==> src/rtl/pc_fetch_gen_if.sv <==
// Fetch-side bundle of pc_fetch_gen: redirects and hold from ctrl/ex, the
// instruction-bus request/ack pair and the fetched-PC stream towards id.
// master: the PC generator side. slave: the surrounding pipeline/bus side.
interface pc_fetch_gen_if #(
  parameter int unsigned ADDR_W = 32,
  parameter int unsigned HOLD_W = 3
);
  logic              trap_flag_i;
  logic [ADDR_W-1:0] trap_addr_i;
  logic              jump_flag_i;
  logic [ADDR_W-1:0] jump_addr_i;
  logic [HOLD_W-1:0] hold_flag_i;
  logic              fetch_req_o;
  logic [ADDR_W-1:0] fetch_addr_o;
  logic              fetch_ack_i;
  logic [ADDR_W-1:0] pc_o;
  logic              pc_valid_o;
  logic              misalign_o;

  modport master (
    input  trap_flag_i, trap_addr_i, jump_flag_i, jump_addr_i, hold_flag_i, fetch_ack_i,
    output fetch_req_o, fetch_addr_o, pc_o, pc_valid_o, misalign_o
  );

  modport slave (
    output trap_flag_i, trap_addr_i, jump_flag_i, jump_addr_i, hold_flag_i, fetch_ack_i,
    input  fetch_req_o, fetch_addr_o, pc_o, pc_valid_o, misalign_o
  );
endinterface

==> src/rtl/pc_fetch_gen.sv <==
// Program-counter generator / instruction-fetch requester.
// One request in flight; a redirect during an outstanding request is parked in
// a pending register and the in-flight result is discarded on its ack. A
// one-entry buffer keeps a fetched PC while ctrl holds the pipeline.
// Optional feature: define PC_MISALIGN_TRAP_EN to reject misaligned jump
// targets (misalign_o pulses); otherwise jump targets are force-aligned.
module pc_fetch_gen #(
  parameter int unsigned       ADDR_W        = 32,
  parameter logic [ADDR_W-1:0] RESET_VEC     = '0,
  parameter int unsigned       STEP          = 4,
  parameter int unsigned       HOLD_W        = 3,
  parameter int unsigned       HOLD_PC_LEVEL = 1
) (
  input  logic                  clk,
  input  logic                  rst,
  input  logic                  jtag_reset_flag_i,
  pc_fetch_gen_if.master        bus
);

  typedef enum logic [1:0] {StIdle, StReq, StDrop} state_e;

  // Clears the low log2(STEP) address bits.
  localparam logic [ADDR_W-1:0] AlignMask = ~(ADDR_W'(STEP) - ADDR_W'(1));

  state_e            state_q;
  logic              fetch_req_q;
  logic [ADDR_W-1:0] fetch_addr_q;  // in StIdle: the next address to request
  logic [ADDR_W-1:0] pending_q;
  logic              buf_valid_q;
  logic [ADDR_W-1:0] buf_pc_q;
  logic [ADDR_W-1:0] pc_q;
  logic              pc_valid_q;
  logic              misalign_q;

  logic              held;
  logic              jump_take;
  logic              mis_det;
  logic              redir;
  logic [ADDR_W-1:0] tgt;
  logic [ADDR_W-1:0] addr_inc;

  // Redirect filtering and priority: trap beats jump; targets are aligned.
  always_comb begin
    held      = bus.hold_flag_i > HOLD_W'(HOLD_PC_LEVEL);
    addr_inc  = fetch_addr_q + ADDR_W'(STEP);
`ifdef PC_MISALIGN_TRAP_EN
    jump_take = bus.jump_flag_i && ((bus.jump_addr_i & ~AlignMask) == '0);
    mis_det   = bus.jump_flag_i && !jump_take && !bus.trap_flag_i;
`else
    jump_take = bus.jump_flag_i;
    mis_det   = 1'b0;
`endif
    redir     = bus.trap_flag_i || jump_take;
    tgt       = bus.trap_flag_i ? (bus.trap_addr_i & AlignMask)
                                : (bus.jump_addr_i & AlignMask);
  end

  // Fetch FSM, result buffer and all registered outputs.
  always_ff @(posedge clk) begin
    if (rst || jtag_reset_flag_i) begin
      state_q      <= StIdle;
      fetch_req_q  <= 1'b0;
      fetch_addr_q <= RESET_VEC;
      pending_q    <= RESET_VEC;
      buf_valid_q  <= 1'b0;
      buf_pc_q     <= RESET_VEC;
      pc_q         <= RESET_VEC;
      pc_valid_q   <= 1'b0;
      misalign_q   <= 1'b0;
    end else begin
      pc_valid_q <= 1'b0;
      misalign_q <= mis_det;
      if (redir) buf_valid_q <= 1'b0;
      case (state_q)
        StIdle: begin
          if (!held) begin
            if (buf_valid_q && !redir) begin
              pc_q        <= buf_pc_q;
              pc_valid_q  <= 1'b1;
              buf_valid_q <= 1'b0;
            end
            fetch_req_q <= 1'b1;
            state_q     <= StReq;
          end
          if (redir) fetch_addr_q <= tgt;
        end
        StReq: begin
          if (bus.fetch_ack_i) begin
            if (redir) begin
              fetch_addr_q <= tgt;
            end else begin
              fetch_addr_q <= addr_inc;
              // The buffer is always empty here: it only fills on the way to StIdle.
              if (held) begin
                buf_valid_q <= 1'b1;
                buf_pc_q    <= fetch_addr_q;
              end else begin
                pc_q       <= fetch_addr_q;
                pc_valid_q <= 1'b1;
              end
            end
            if (held) begin
              fetch_req_q <= 1'b0;
              state_q     <= StIdle;
            end
          end else if (redir) begin
            pending_q <= tgt;
            state_q   <= StDrop;
          end
        end
        StDrop: begin
          if (bus.fetch_ack_i) begin
            fetch_addr_q <= redir ? tgt : pending_q;
            fetch_req_q  <= !held;
            state_q      <= held ? StIdle : StReq;
          end else if (redir) begin
            pending_q <= tgt;
          end
        end
        default: begin
          fetch_req_q <= 1'b0;
          state_q     <= StIdle;
        end
      endcase
    end
  end

  assign bus.fetch_req_o  = fetch_req_q;
  assign bus.fetch_addr_o = fetch_addr_q;
  assign bus.pc_o         = pc_q;
  assign bus.pc_valid_o   = pc_valid_q;
  assign bus.misalign_o   = misalign_q;

endmodule

==> src/flat_wrapper.sv <==
// flat-port wrapper written by rule: the top's interface ports become plain ports
module pc_fetch_gen_flat 
#(
  parameter int unsigned       ADDR_W        = 32,
  parameter logic [ADDR_W-1:0] RESET_VEC     = '0,
  parameter int unsigned       STEP          = 4,
  parameter int unsigned       HOLD_W        = 3,
  parameter int unsigned       HOLD_PC_LEVEL = 1
)
  (clk, rst, jtag_reset_flag_i, bus_trap_flag_i, bus_trap_addr_i, bus_jump_flag_i, bus_jump_addr_i, bus_hold_flag_i, bus_fetch_ack_i, bus_fetch_req_o, bus_fetch_addr_o, bus_pc_o, bus_pc_valid_o, bus_misalign_o);
  pc_fetch_gen_if #(.ADDR_W(ADDR_W), .HOLD_W(HOLD_W)) bus_i ();
  input  logic clk;
  input  logic rst;
  input  logic jtag_reset_flag_i;
  input wire logic [$bits(bus_i.trap_flag_i)-1:0] bus_trap_flag_i;
  input wire logic [$bits(bus_i.trap_addr_i)-1:0] bus_trap_addr_i;
  input wire logic [$bits(bus_i.jump_flag_i)-1:0] bus_jump_flag_i;
  input wire logic [$bits(bus_i.jump_addr_i)-1:0] bus_jump_addr_i;
  input wire logic [$bits(bus_i.hold_flag_i)-1:0] bus_hold_flag_i;
  input wire logic [$bits(bus_i.fetch_ack_i)-1:0] bus_fetch_ack_i;
  output wire logic [$bits(bus_i.fetch_req_o)-1:0] bus_fetch_req_o;
  output wire logic [$bits(bus_i.fetch_addr_o)-1:0] bus_fetch_addr_o;
  output wire logic [$bits(bus_i.pc_o)-1:0] bus_pc_o;
  output wire logic [$bits(bus_i.pc_valid_o)-1:0] bus_pc_valid_o;
  output wire logic [$bits(bus_i.misalign_o)-1:0] bus_misalign_o;
  assign bus_i.trap_flag_i = bus_trap_flag_i;
  assign bus_i.trap_addr_i = bus_trap_addr_i;
  assign bus_i.jump_flag_i = bus_jump_flag_i;
  assign bus_i.jump_addr_i = bus_jump_addr_i;
  assign bus_i.hold_flag_i = bus_hold_flag_i;
  assign bus_i.fetch_ack_i = bus_fetch_ack_i;
  assign bus_fetch_req_o = bus_i.fetch_req_o;
  assign bus_fetch_addr_o = bus_i.fetch_addr_o;
  assign bus_pc_o = bus_i.pc_o;
  assign bus_pc_valid_o = bus_i.pc_valid_o;
  assign bus_misalign_o = bus_i.misalign_o;
  pc_fetch_gen #(.ADDR_W(ADDR_W), .RESET_VEC(RESET_VEC), .STEP(STEP), .HOLD_W(HOLD_W), .HOLD_PC_LEVEL(HOLD_PC_LEVEL)) u_core (.clk(clk), .rst(rst), .jtag_reset_flag_i(jtag_reset_flag_i), .bus(bus_i));
endmodule
==> config.mk <==
export PLATFORM = sky130hd
export DESIGN_NAME = pc_fetch_gen_flat
export DESIGN_NICKNAME = d
export VERILOG_FILES = /design/src/rtl/pc_fetch_gen_if.sv /design/src/rtl/pc_fetch_gen.sv /design/src/flat_wrapper.sv
export SDC_FILE = /design/constraint.sdc
export NUM_CORES = 1
export LEC_CHECK = 0
export ABC_AREA = 1
export CAP_MARGIN = 20
export CORE_MARGIN = 5
export CORE_UTILIZATION = 55
export CTS_CLUSTER_DIAMETER = 120
export DETAILED_ROUTE_END_ITERATION = 8
export HOLD_SLACK_MARGIN = 0.05
export PLACE_DENSITY = 0.86
export SYNTH_ARGS = -nofsm -noshare
export SYNTH_HDL_FRONTEND = slang
export SYNTH_SLANG_ARGS = --single-unit
==> constraint.sdc <==
create_clock -name clk -period 5.3 [get_ports clk]
set_input_delay 1.06 -clock clk [delete_from_list [all_inputs] [get_ports clk]]
set_output_delay 1.06 -clock clk [all_outputs]
set_load 0.03 [all_outputs]
After elaboration in Yosys (flattened, before gate mapping) --
Index checks and enable logic that the tools add are counted.
Storage, ports and cells: word-level logic and storage cells 77, latch bits 0, bits of input ports 73, register bits 133, bits in read-only memories 0, bits in writable memories 0, memories 0
Operators by class: $lt $le $gt $ge 1, muxes and demuxes 38, shifts and indexed selects 0, bitwise gates (word level) 2, multiply operators 0, divide/modulo/power cells 0, eq/ne operators 12, reduce and logical (&&, ||, !) cells 15, add/subtract/negate cells 1
Operators with widths (number):
- 2-to-1 mux 32 bit | 11
- one-hot mux 32 bit (3 select lines) | 1
- one-hot mux 32 bit (2 select lines) | 1
- adder 32 x 3 -> 32 bit, second input constant | 1
- 2-to-1 mux 1 bit | 16
- AND reduction 4 bit | 4
- 2-to-1 mux 2 bit | 5
- inequality test 2 bit, second input constant | 5
- inequality test 2 x 1 -> 1 bit, second input constant | 3
- inequality test 3 x 2 -> 1 bit, second input constant | 2
- one-hot mux 2 bit (3 select lines) | 1
- AND reduction 6 bit | 1
- one-hot mux 1 bit (2 select lines) | 2
- > comparator 3 x 1 -> 1 bit, second input constant | 1
- one-hot mux 1 bit (3 select lines) | 1
- nonzero test 3 bit | 1
- equality test 2 x 1 -> 1 bit, second input constant | 1
- equality test 2 bit, second input constant | 1
- logical NOT 1 bit | 2
- logical NOT 2 bit | 1
- logical OR 1 bit | 2
- inverter 1 bit | 2
- AND reduction 2 bit | 1
- nonzero test 2 bit | 1
- other kinds (2) | 2

Depth between registers and ports, before layout --
Gate-level depths: netlist (run 1).
depth in word-level cells 6, mapped depth 13

Worst setup path before layout (run 1) --
No wires, ideal clock.
kind in2reg, from input port bus_trap_flag_i, to register u_core.fetch_addr_q[4] (netlist: u_core.bus.fetch_addr_o[4]), data required time 5.191 ns, stages 9, arrival time 2.110 ns, path slack 3.081 ns, path buffers 2, library setup time 0.109 ns, cell sequence buf_4 > nor2_8 > buf_4 > a21oi_2 > inv_2 > nand2_2 > a221o_1 > nand2_1 > inv_1
On the way: word-level cells in the longest chain between the ends 4, elaborated cells on any way between the ends 10
RTL lines:
- from (decl) | RTL line flat_wrapper.sv:15 | input wire logic [$bits(bus_i.trap_flag_i)-1:0] bus_trap_flag_i;
- 2-to-1 mux 32 bit or logical OR 1 bit (tied branches) | RTL line pc_fetch_gen.sv:54, pc_fetch_gen.sv:53
- 2-to-1 mux 32 bit (on tied branches) | RTL line pc_fetch_gen.sv:113, pc_fetch_gen.sv:89
- 2-to-1 mux 32 bit (on tied branches) | RTL line pc_fetch_gen.sv:112, pc_fetch_gen.sv:88
- one-hot mux 32 bit (3 select lines) | RTL line pc_fetch_gen.sv:74 | case (state_q)
- to (signal assigned) | RTL line pc_fetch_gen.sv:85 | if (redir) fetch_addr_q <= tgt;
- to (signal assigned) | RTL line pc_fetch_gen.sv:90 | fetch_addr_q <= tgt;
- to (signal assigned) | RTL line pc_fetch_gen.sv:113 | fetch_addr_q <= redir ? tgt : pending_q;
- to (decl) | RTL line pc_fetch_gen.sv:27 | logic [ADDR_W-1:0] fetch_addr_q;
Parallel ways exist; a longest one is shown, timed or not. The select of a mux whose other input is x is not followed. A chain may end at the register's enable or synchronous reset.

Final worst setup path (run 1) --
from input port bus_trap_flag_i, to register u_core.fetch_addr_q[19] (netlist: u_core.bus.fetch_addr_o[19])
The elaborated chain is that of the path after synthesis.

==> metrics.cfg, run 1 <==
[run_status]
outcome = finished, final reports clean

[setup_path]
path_cells = clkdlybuf4s50_1 -> buf_4 -> clkinv_1 -> nand2_1 -> nand2_1 -> a221oi_1 -> o21ai_1 -> nand2_1 -> a21oi_1
rr_worst_depth = 10
r2r-start = u_core.state_q[0]
setup.worst_path.class = in2reg
endpoint_kind = register
path_max_fanout = 31
crit_family = buffers and inverters
rrSetupSlack_ns = 2.13
rr_endpoint = u_core.pending_q[24]
slowest_stage = clkdlybuf4s50_1
start_kind = input pin
max_stage_delay_ns = 0.58
worst_path_most_repeated_cell = nand2_1
required_ns = 5.57
critPathArrivalTime_ns = 3.48
path_buf_inv = 3

[timing]
fin_skew_ns = 0.00698
max_slew_margin_pct = 32.1
period_share_pct = 60.6
slew_viol_final = 0
worstMarginPinSlew_ns = 1.02
hold_viol = 0
setup_tns_ns = 0
finalSetupViolations = 0
fin_crit_ns = 3.21
layout_setup_ws_ns = 2.09
max_clock_freq_ghz = 0.311
rsz0062_at_grt = no

[global_routing]
grt_pass1_wl_um = 32600
grt_pass1_vias = 6687
antenna_found_initial = 0
overflow = 0
grt_max_degree = 65
grt_usage_pct = 26.9

[cts]
cts_buffers = 17
clkLatencyLatePin_ns = 0.42
cts_hold_buffers = 0
cts_tree = done
cts-htree-levels = 4
post_cts_buffers = 0
ctsResizeCount = 0
clk_path_buf_depth = 2
clk_pin_slew_worst_paths_ns = 0.06
root_buffer = clkbuf_16
cts.sinks = 133

[detailed_routing]
detail_route.vias_per_cell = 5.47
drt-pass1-iter-count = 6
drcViolationCount = 0
routed-via-count = 7485
wire_per_inst_um = 14.9
drtIter0Drc = 745
ant_nets = 0
wirelength_um = 20400

[pwr]
cellPowerDensity_nw_per_um2 = 293
ir_drop_uv = 163
p_leak_nw = 3.39

[yosys]
yosys-top-cells-area = dfxtp_1, nand2_1, a21oi_1, o21ai_0, inv_1
synth_nets = 1163
syn_area_um2 = 7140
synthesis.instances = 1085
yosysWarnings = 0
synth_area_per_cell_um2 = 6.58
ys_seq_area_share_pct = 37.3
synth_cell_type_count = 41
ys_ff_latch = 133
synth_largest_area_cell = dfxtp_1
yosysTopAreaCellShare_pct = 37.3

[floorplanning]
rows = 41
die_w_um = 124
start_util_pct = 56.3
ioPinCount = 140
coreArea_um2 = 12700
dieHeight_um = 124
dieArea_um2 = 15400

[finish]
drive_above_1_share_pct = 6.02
final_nets = 1261
area_growth_pct = 26.7
antenna_cells = 0
fillers = 1066

[placement]
portBuffers = 133
dpl.hpwl_um = 14100
gp_congestion = 0.946
dp_slack_ns = 1.69

[worst_hold_path]
whs_endpoint = u_core.bus.pc_o[28]
hold-path-cell-count = 2
hold_path.class = reg2reg
hold_start = u_core.bus.pc_o[28]

[run]
drv_cap = 0

final cells by class:
type	instances	area (um2)	area share (%)
clock buffers	23	468	5.17
clock inverters	9	103	1.13
inverters	122	458	5.06
multi-input cells	768	3750	41.4
flip-flops and latches	133	2660	29.4
well taps	172	215	2.38
repair buffers	141	1390	15.4
kinds of logic after synthesis:
logic type / Yosys count / share of synthesized area, %
buffers and inverters: 184 / 10.5
AOI/OAI and AO/OA: 327 / 24.7
other: 1 / 0.0525
DFF: 133 / 37.3
and+or+nand+nor: 418 / 24.3
muxes: 11 / 1.54
adders and majority gates: 5 / 0.876
xor gates and xnor gates: 6 / 0.736
worst max-delay path by stage:
stage / startpoint / to / slack (ns) / cells after the start
after global routing: u_core.state_q[0] / u_core.pending_q[21] / 1.85 / 10
final: bus_trap_flag_i / u_core.bus.fetch_addr_o[19] / 2.09 / 9
after CTS: bus_trap_flag_i / u_core.bus.fetch_addr_o[19] / 2.10 / 9
after global placement: bus_trap_flag_i / u_core.bus.fetch_addr_o[26] / 1.73 / 9
after floorplan: bus_trap_flag_i / u_core.bus.fetch_addr_o[4] / 3.08 / 9
after detailed placement: bus_trap_flag_i / u_core.bus.fetch_addr_o[26] / 1.69 / 9
worst register-to-register path: stages, from the launching register on:
cell and delay, ns:
dfxtp_1 0.35, inv_1 0.09, ha_1 0.29, buf_4 0.30, inv_1 0.42, nor2_1 0.25, nand2_1 0.08, buf_4 0.24
inv_1 0.74, nor2_1 0.11, a211oi_1 0.20
stage by stage:
step | instance area (um2) | hold WS [ns] | util, % | instances | power, W
after floorplan | 7140 | 0.419 | - | 1085 | 0.00135
after global placement | 8470 | 0.428 | 66.9 | 1336 | 0.00151
after detailed placement | 8470 | 0.435 | 66.9 | 1336 | 0.00152
after CTS | 9040 | 0.443 | 71.4 | 1368 | 0.00265
after global routing | 9040 | 0.466 | 71.4 | 1368 | 0.00274
final | 9040 | 0.440 | 71.4 | 1368 | 0.00265
power by group:
group | total [W] | internal [W] | switching [W]
registers | 0.00107 | 0.00103 | 0.0000376
logic | 0.000438 | 0.000162 | 0.000275
clock network | 0.00114 | 0.000713 | 0.000432
per-layer routing:
| layer | vias up | global-route usage, % | wire length, um |
|---|---|---|---|
| met5 | - | 0 | 0 |
| met4 | 0 | 11.6 | 573 |
| met3 | 63 | 6.63 | 1960 |
| met2 | 350 | 42.3 | 9220 |
| met1 | 3327 | 35.1 | 8640 |
| li1 | 3745 | - | - |
synth_stat cells, drive strengths merged:
library cell,count
o32ai,1
nor3,5
clkbuf,31
conb,1
o22ai,4
a211oi,19
buf,31
a221oi,5
or2,1
a22o,1
a221o,1
a2111oi,1
clkinv,1
a21oi,140
o21ai,146
nor2,97
o31ai,1
xor2,5
nand4,1
inv,121
xnor2,1
o211ai,5
a31oi,3
dfxtp,133
mux2i,11
nand2,281
ha,5
nand3,33
cell usage in the layout, fill, tap and decap left out, drive strengths merged, types with 8 or more instances in the layout:
master and count:
clkdlybuf4s50 133, a211oi 19, buf 8, o21ai 146, nand3 33, inv 121, a21oi 140, mux2i 11
dfxtp 133, nand2 281, clkbuf 23, nor2 97
registers in the layout (all words and copies together) (netlist names):
register and flops:
u_core.buf_pc_q 32, u_core.buf_valid_q 1, u_core.bus.fetch_addr_o 32, u_core.bus.fetch_req_o 1, u_core.bus.pc_o 32, u_core.bus.pc_valid_o 1, u_core.pending_q 32, u_core.state_q 2
(Power assumes the default switching activity.)
==> inputs of run 2 (changes only) <==
- CORE_UTILIZATION: 55 -> 47
- PLACE_DENSITY: 0.86 -> 0.79
- clock period: 5.3 -> 2.9 ns (I/O delays scaled with it)
==> metrics.cfg, run 2 (synthesis results as in run 1) <==
[worst_hold_path]
hold_path.class = reg2reg
hold_start = u_core.bus.pc_o[16]
hold-path-cell-count = 2
whs_endpoint = u_core.bus.pc_o[16]

[setup_path]
start_kind = register
critPathArrivalTime_ns = 2.87
setup.worst_path.class = reg2reg
rrSetupSlack_ns = 0.38
rr_endpoint = u_core.bus.fetch_addr_o[9]
path_max_fanout = 18
r2r-start = u_core.state_q[1]
rr_worst_depth = 9
required_ns = 3.25
endpoint_kind = register

[detailed_routing]
wirelength_um = 20500
routed-via-count = 7433
wire_per_inst_um = 14.7
detail_route.vias_per_cell = 5.33
ant_nets = 0
drcViolationCount = 0
drt-pass1-iter-count = 9
drtIter0Drc = 771

[pwr]
comb_power_share_pct = 17.2
cellPowerDensity_nw_per_um2 = 519
switching_power_w = 0.00142
total_power_w = 0.00474
p_int_w = 0.00332
swShare_pct = 30.0
p_leak_nw = 3.43
ir_drop_uv = 443
pwr-share-seq_pct = 41.2
p_clk_share_pct = 41.6

[cts]
cts.sinks = 133
clk_path_buf_depth = 2
root_buffer = clkbuf_16
cts_hold_buffers = 0
cts-htree-levels = 4
post_cts_buffers = 0
ctsResizeCount = 0
cts_buffers = 17
cts_tree = done
clkLatencyLatePin_ns = 0.43
clk_pin_slew_worst_paths_ns = 0.06

[placement]
placed_cells = 1363
portBuffers = 133
dpl.hpwl_um = 14600
gp_congestion = 0.929

[finish]
drive_above_1_share_pct = 7.13
layout_common_cells = nand2_1, a21oi_1, clkdlybuf4s50_1, dfxtp_1, o21ai_0
area_growth_pct = 28.1
final_common_cell = nand2_1
seq_area_um2 = 2660
multi_input_area_um2 = 3750
fillers = 1396
instances_no_fill = 1395
antenna_cells = 0
final_nets = 1272

[timing]
max_slew_margin_pct = 38.4
period_share_pct = 86.9
fin_skew_ns = 0.00648
fin_crit_ns = 2.52
setup_tns_ns = 0
slew_viol_final = 0
worstMarginPinSlew_ns = 0.923
hold_viol = 0
rsz0062_at_grt = no
finalSetupViolations = 0
max_clock_freq_ghz = 0.397

[global_routing]
overflow = 0
grt_pass1_wl_um = 33100
grt_usage_pct = 22.9
grt_max_degree = 97
grt_pass1_vias = 6523
antenna_found_initial = 0

[run]
drv_cap = 0

[run_status]
outcome = finished, final reports clean

[floorplanning]
ioPinCount = 140
start_util_pct = 47.5
dieHeight_um = 133
die_w_um = 133
rows = 45
coreArea_um2 = 15000
dieArea_um2 = 17800

==> run 2: critical path, cell delays in order, from the launching register on <==
cell     delay, ns
dfxtp_1       0.35
inv_1         0.08
ha_1          0.40
nand2_1       0.20
inv_1         0.09
nor2_1        0.12
nand3_2       0.38
inv_1         0.51
o21ai_0       0.15
a21oi_1       0.16
==> run 2: final cells by class <==
cell class | count | area share [%]
Multi-Input combinational cell | 768 | 41.0
Sequential cell | 133 | 29.1
Timing Repair Buffer | 152 | 16.4
Inverter | 122 | 5.01
Clock buffer | 19 | 4.84
Tap cell | 188 | 2.57
Clock inverter | 13 | 1.07
==> run 2: power by group through the flow <==
stage,combinational (W),clock (W),sequential (W)
3_3_place_gp,0.000793,0,0.00199
3_5_place_dp,0.000804,0,0.00199
5_1_grt,0.000891,0.00207,0.00196
4_1_cts,0.000807,0.00200,0.00195
6_report,0.000813,0.00197,0.00195
2_1_floorplan,0.000422,0,0.00205
==> run 2: worst max path at each step <==
stage / depth (start not counted) / endpoint / slack [ns] / from
2_1_floorplan: 12 / u_core.bus.fetch_addr_o[24] / 1.04 / u_core.bus.fetch_addr_o[3]
3_3_place_gp: 8 / u_core.bus.pc_o[9] / 0.24 / bus_hold_flag_i[2]
3_5_place_dp: 8 / u_core.bus.pc_o[5] / 0.19 / bus_hold_flag_i[2]
4_1_cts: 9 / u_core.bus.fetch_addr_o[9] / 0.41 / u_core.state_q[1]
5_1_grt: 9 / u_core.bus.fetch_addr_o[9] / 0.08 / u_core.state_q[1]
6_report: 9 / u_core.bus.fetch_addr_o[9] / 0.38 / u_core.state_q[1]
==> run 2: metrics by stage <==
stage	util (%)	hold slack [ns]	area [um2]	setup WS, ns
final	60.8	0.442	9140	0.380
after global routing	60.8	0.465	9140	0.0785
after CTS	60.8	0.446	9140	0.414
after detailed placement	57.2	0.437	8600	0.192
after global placement	57.2	0.427	8600	0.242
after floorplan	-	0.419	7140	1.04
==> run 2: routing by layer <==
metal | GRT usage [%] | vias up | share of wire, %
li1 | - | 3762 | -
met1 | 32.1 | 3316 | 45
met2 | 35.2 | 323 | 44
met3 | 4.42 | 32 | 8.9
met4 | 8.17 | 0 | 2.0
met5 | 0 | - | 0
==> inputs of run 3 (changes only) <==
- ABC_AREA: 1 -> default
==> metrics.cfg, run 3 <==
[pwr]
switching_power_w = 0.00118
comb_power_share_pct = 12.7
p_int_w = 0.00357
total_power_w = 0.00475
cellPowerDensity_nw_per_um2 = 519
ir_drop_uv = 472
swShare_pct = 24.8
p_leak_nw = 2.99
p_clk_share_pct = 47.2
pwr-share-seq_pct = 40.2

[finish]
area_growth_pct = 31.2
drive_above_1_share_pct = 10.0
final_nets = 1041
multi_input_area_um2 = 3880
instances_no_fill = 1160
seq_area_um2 = 2660
fillers = 1266
post-route-util_pct = 62.9
layout_common_cells = dfxtp_1, clkdlybuf4s50_1, nand2_1, nor2_1, a21oi_1
final_common_cell = dfxtp_1
antenna_cells = 0

[yosys]
ys_ff_latch = 133
synth_largest_area_cell = dfxtp_1
syn_area_um2 = 6970
synthArstFlopShare_pct = 0
synth_top_cells_by_count = dfxtp_1, nand2_1, nor2_1
ys_seq_area_share_pct = 38.2
yosysWarnings = 0
synth_most_common_cell = dfxtp_1
synth_area_per_cell_um2 = 8.17
synth_edf_count = 0
synthesis.instances = 853
synth_cell_type_count = 69
yosysTopAreaCellShare_pct = 38.2
synth_nets = 931
yosys-top-cells-area = dfxtp_1, mux2i_1, a211oi_1, nand2_1, a21oi_1
synth_flop_cell = dfxtp_1

[timing]
fin_skew_ns = 0.00588
worstMarginPinSlew_ns = 0.597
max_slew_margin_pct = 60.1
rsz0062_at_grt = no
setup_tns_ns = 0
finalSetupViolations = 0
whs_ns = 0.452
hold_viol = 0
slew_viol_final = 0
max_clock_freq_ghz = 0.419
fin_crit_ns = 2.39
period_share_pct = 82.3

[cts]
clk_path_buf_depth = 2
cts_tree = done
clk_pin_slew_worst_paths_ns = 0.06
clkLatencyLatePin_ns = 0.43
ctsResizeCount = 0
root_buffer = clkbuf_16
post_cts_buffers = 0
cts-htree-levels = 4
cts.sinks = 133
cts_buffers = 17
cts_hold_buffers = 0

[worst_hold_path]
hold-path-cell-count = 2
hold_path.class = reg2reg
whs_endpoint = u_core.buf_pc_q[23]
hold_start = u_core.buf_pc_q[23]

[setup_path]
slowest_stage = or4_4
max_stage_delay_ns = 0.65
rr_endpoint = u_core.bus.fetch_addr_o[22]
required_ns = 3.22
rrSetupSlack_ns = 0.51
rr_worst_depth = 5
worst_path_most_repeated_cell = a32o_1
path_buf_inv = 0
start_kind = register
crit_start = u_core.bus.fetch_addr_o[6]
endpoint_kind = register
setup.worst_path.class = reg2reg
r2r-start = u_core.bus.fetch_addr_o[6]
path_cells = nand4_2 -> or4_4 -> or3_4 -> a32o_1 -> a32o_1
crit_family = simple AND/OR/NAND/NOR gates
path_max_fanout = 9
critPathArrivalTime_ns = 2.71

[floorplanning]
coreArea_um2 = 14500
start_util_pct = 47.9
die_w_um = 132
dieArea_um2 = 17400
dieHeight_um = 132
rows = 44
ioPinCount = 140

[detailed_routing]
routed-via-count = 6818
wirelength_um = 20200
drtIter0Drc = 655
wire_per_inst_um = 17.4
drt-pass1-iter-count = 5
drcViolationCount = 0
detail_route.vias_per_cell = 5.88
ant_nets = 0

[placement]
dpl.hpwl_um = 13900
placed_cells = 1128
gp_congestion = 0.914
portBuffers = 133

[global_routing]
grt_usage_pct = 22.2
grt_pass1_wl_um = 32100
overflow = 0
grt_max_degree = 65
antenna_found_initial = 0
grt_pass1_vias = 6073

[run]
drv_cap = 0

[run_status]
outcome = finished, final reports clean

run 3: cell types whose count changed after synthesis, sizes merged, moves of 44 or more:
cell,delta
mux2i,+57
nand2,-179
inv,-110
a211oi,+44
o21ai,-106
a21oi,-68
run 3: stage by stage:
step                cell area (um2)  setup slack (ns)
floorplan                      6970             0.396
detailed placement             8530             0.141
CTS                            9150             0.543
global placement               8530             0.201
global route                   9150             0.347
finish                         9150             0.513
run 3: tightest hold or removal path: cells and delay by family (launching register included):
kind	cells	cell delay, ns
and+or+nand+nor	1	0.05
AOI/OAI and AO/OA	1	0.05
DFF	1	0.30
run 3: area by class of cell:
type | count | area share [%]
repair buffers | 174 | 18.7
clock inverters | 8 | 1.33
clock buffers | 24 | 5.38
inverters | 12 | 0.493
well taps | 184 | 2.52
flip-flops and latches | 133 | 29.1
multi-input cells | 625 | 42.5
run 3: metal layers:
metal | wire length, um | GRT usage (%)
met2 | 9100 | 33.6
met4 | 377 | 7.66
met5 | 0 | 0
met1 | 9120 | 31.2
met3 | 1550 | 4.81
run 3: cells by family after synthesis:
family                   after synthesis  share of synthesized area, %
AND/OR/NAND/NOR                      292                          19.7
AO/OA/AOI/OAI                        253                          24.1
flip-flops                           133                          38.2
buffers and inverters                 95                          6.43
multiplexers                          70                          10.1
adder cells (fa/ha/maj)                5                         0.898
XOR/XNOR                               4                         0.503
other                                  1                        0.0538
run 3: how the worst max path moves through the flow:
| stage | to | depth (start not counted) |
|---|---|---|
| after global placement | u_core.buf_pc_q[5] | 8 |
| after floorplan | u_core.bus.fetch_addr_o[22] | 8 |
| after CTS | u_core.bus.fetch_addr_o[22] | 5 |
| after global routing | u_core.buf_pc_q[16] | 8 |
| after detailed placement | u_core.buf_pc_q[22] | 8 |
| final | u_core.bus.fetch_addr_o[22] | 5 |
run 3: power groups by stage:
stage,logic (W),registers [W],clock network (W)
floorplan,0.000304,0.00197,0
global placement,0.000586,0.00194,0
detailed placement,0.000591,0.00194,0
CTS,0.000595,0.00191,0.00225
global route,0.000639,0.00191,0.00234
finish,0.000601,0.00191,0.00224
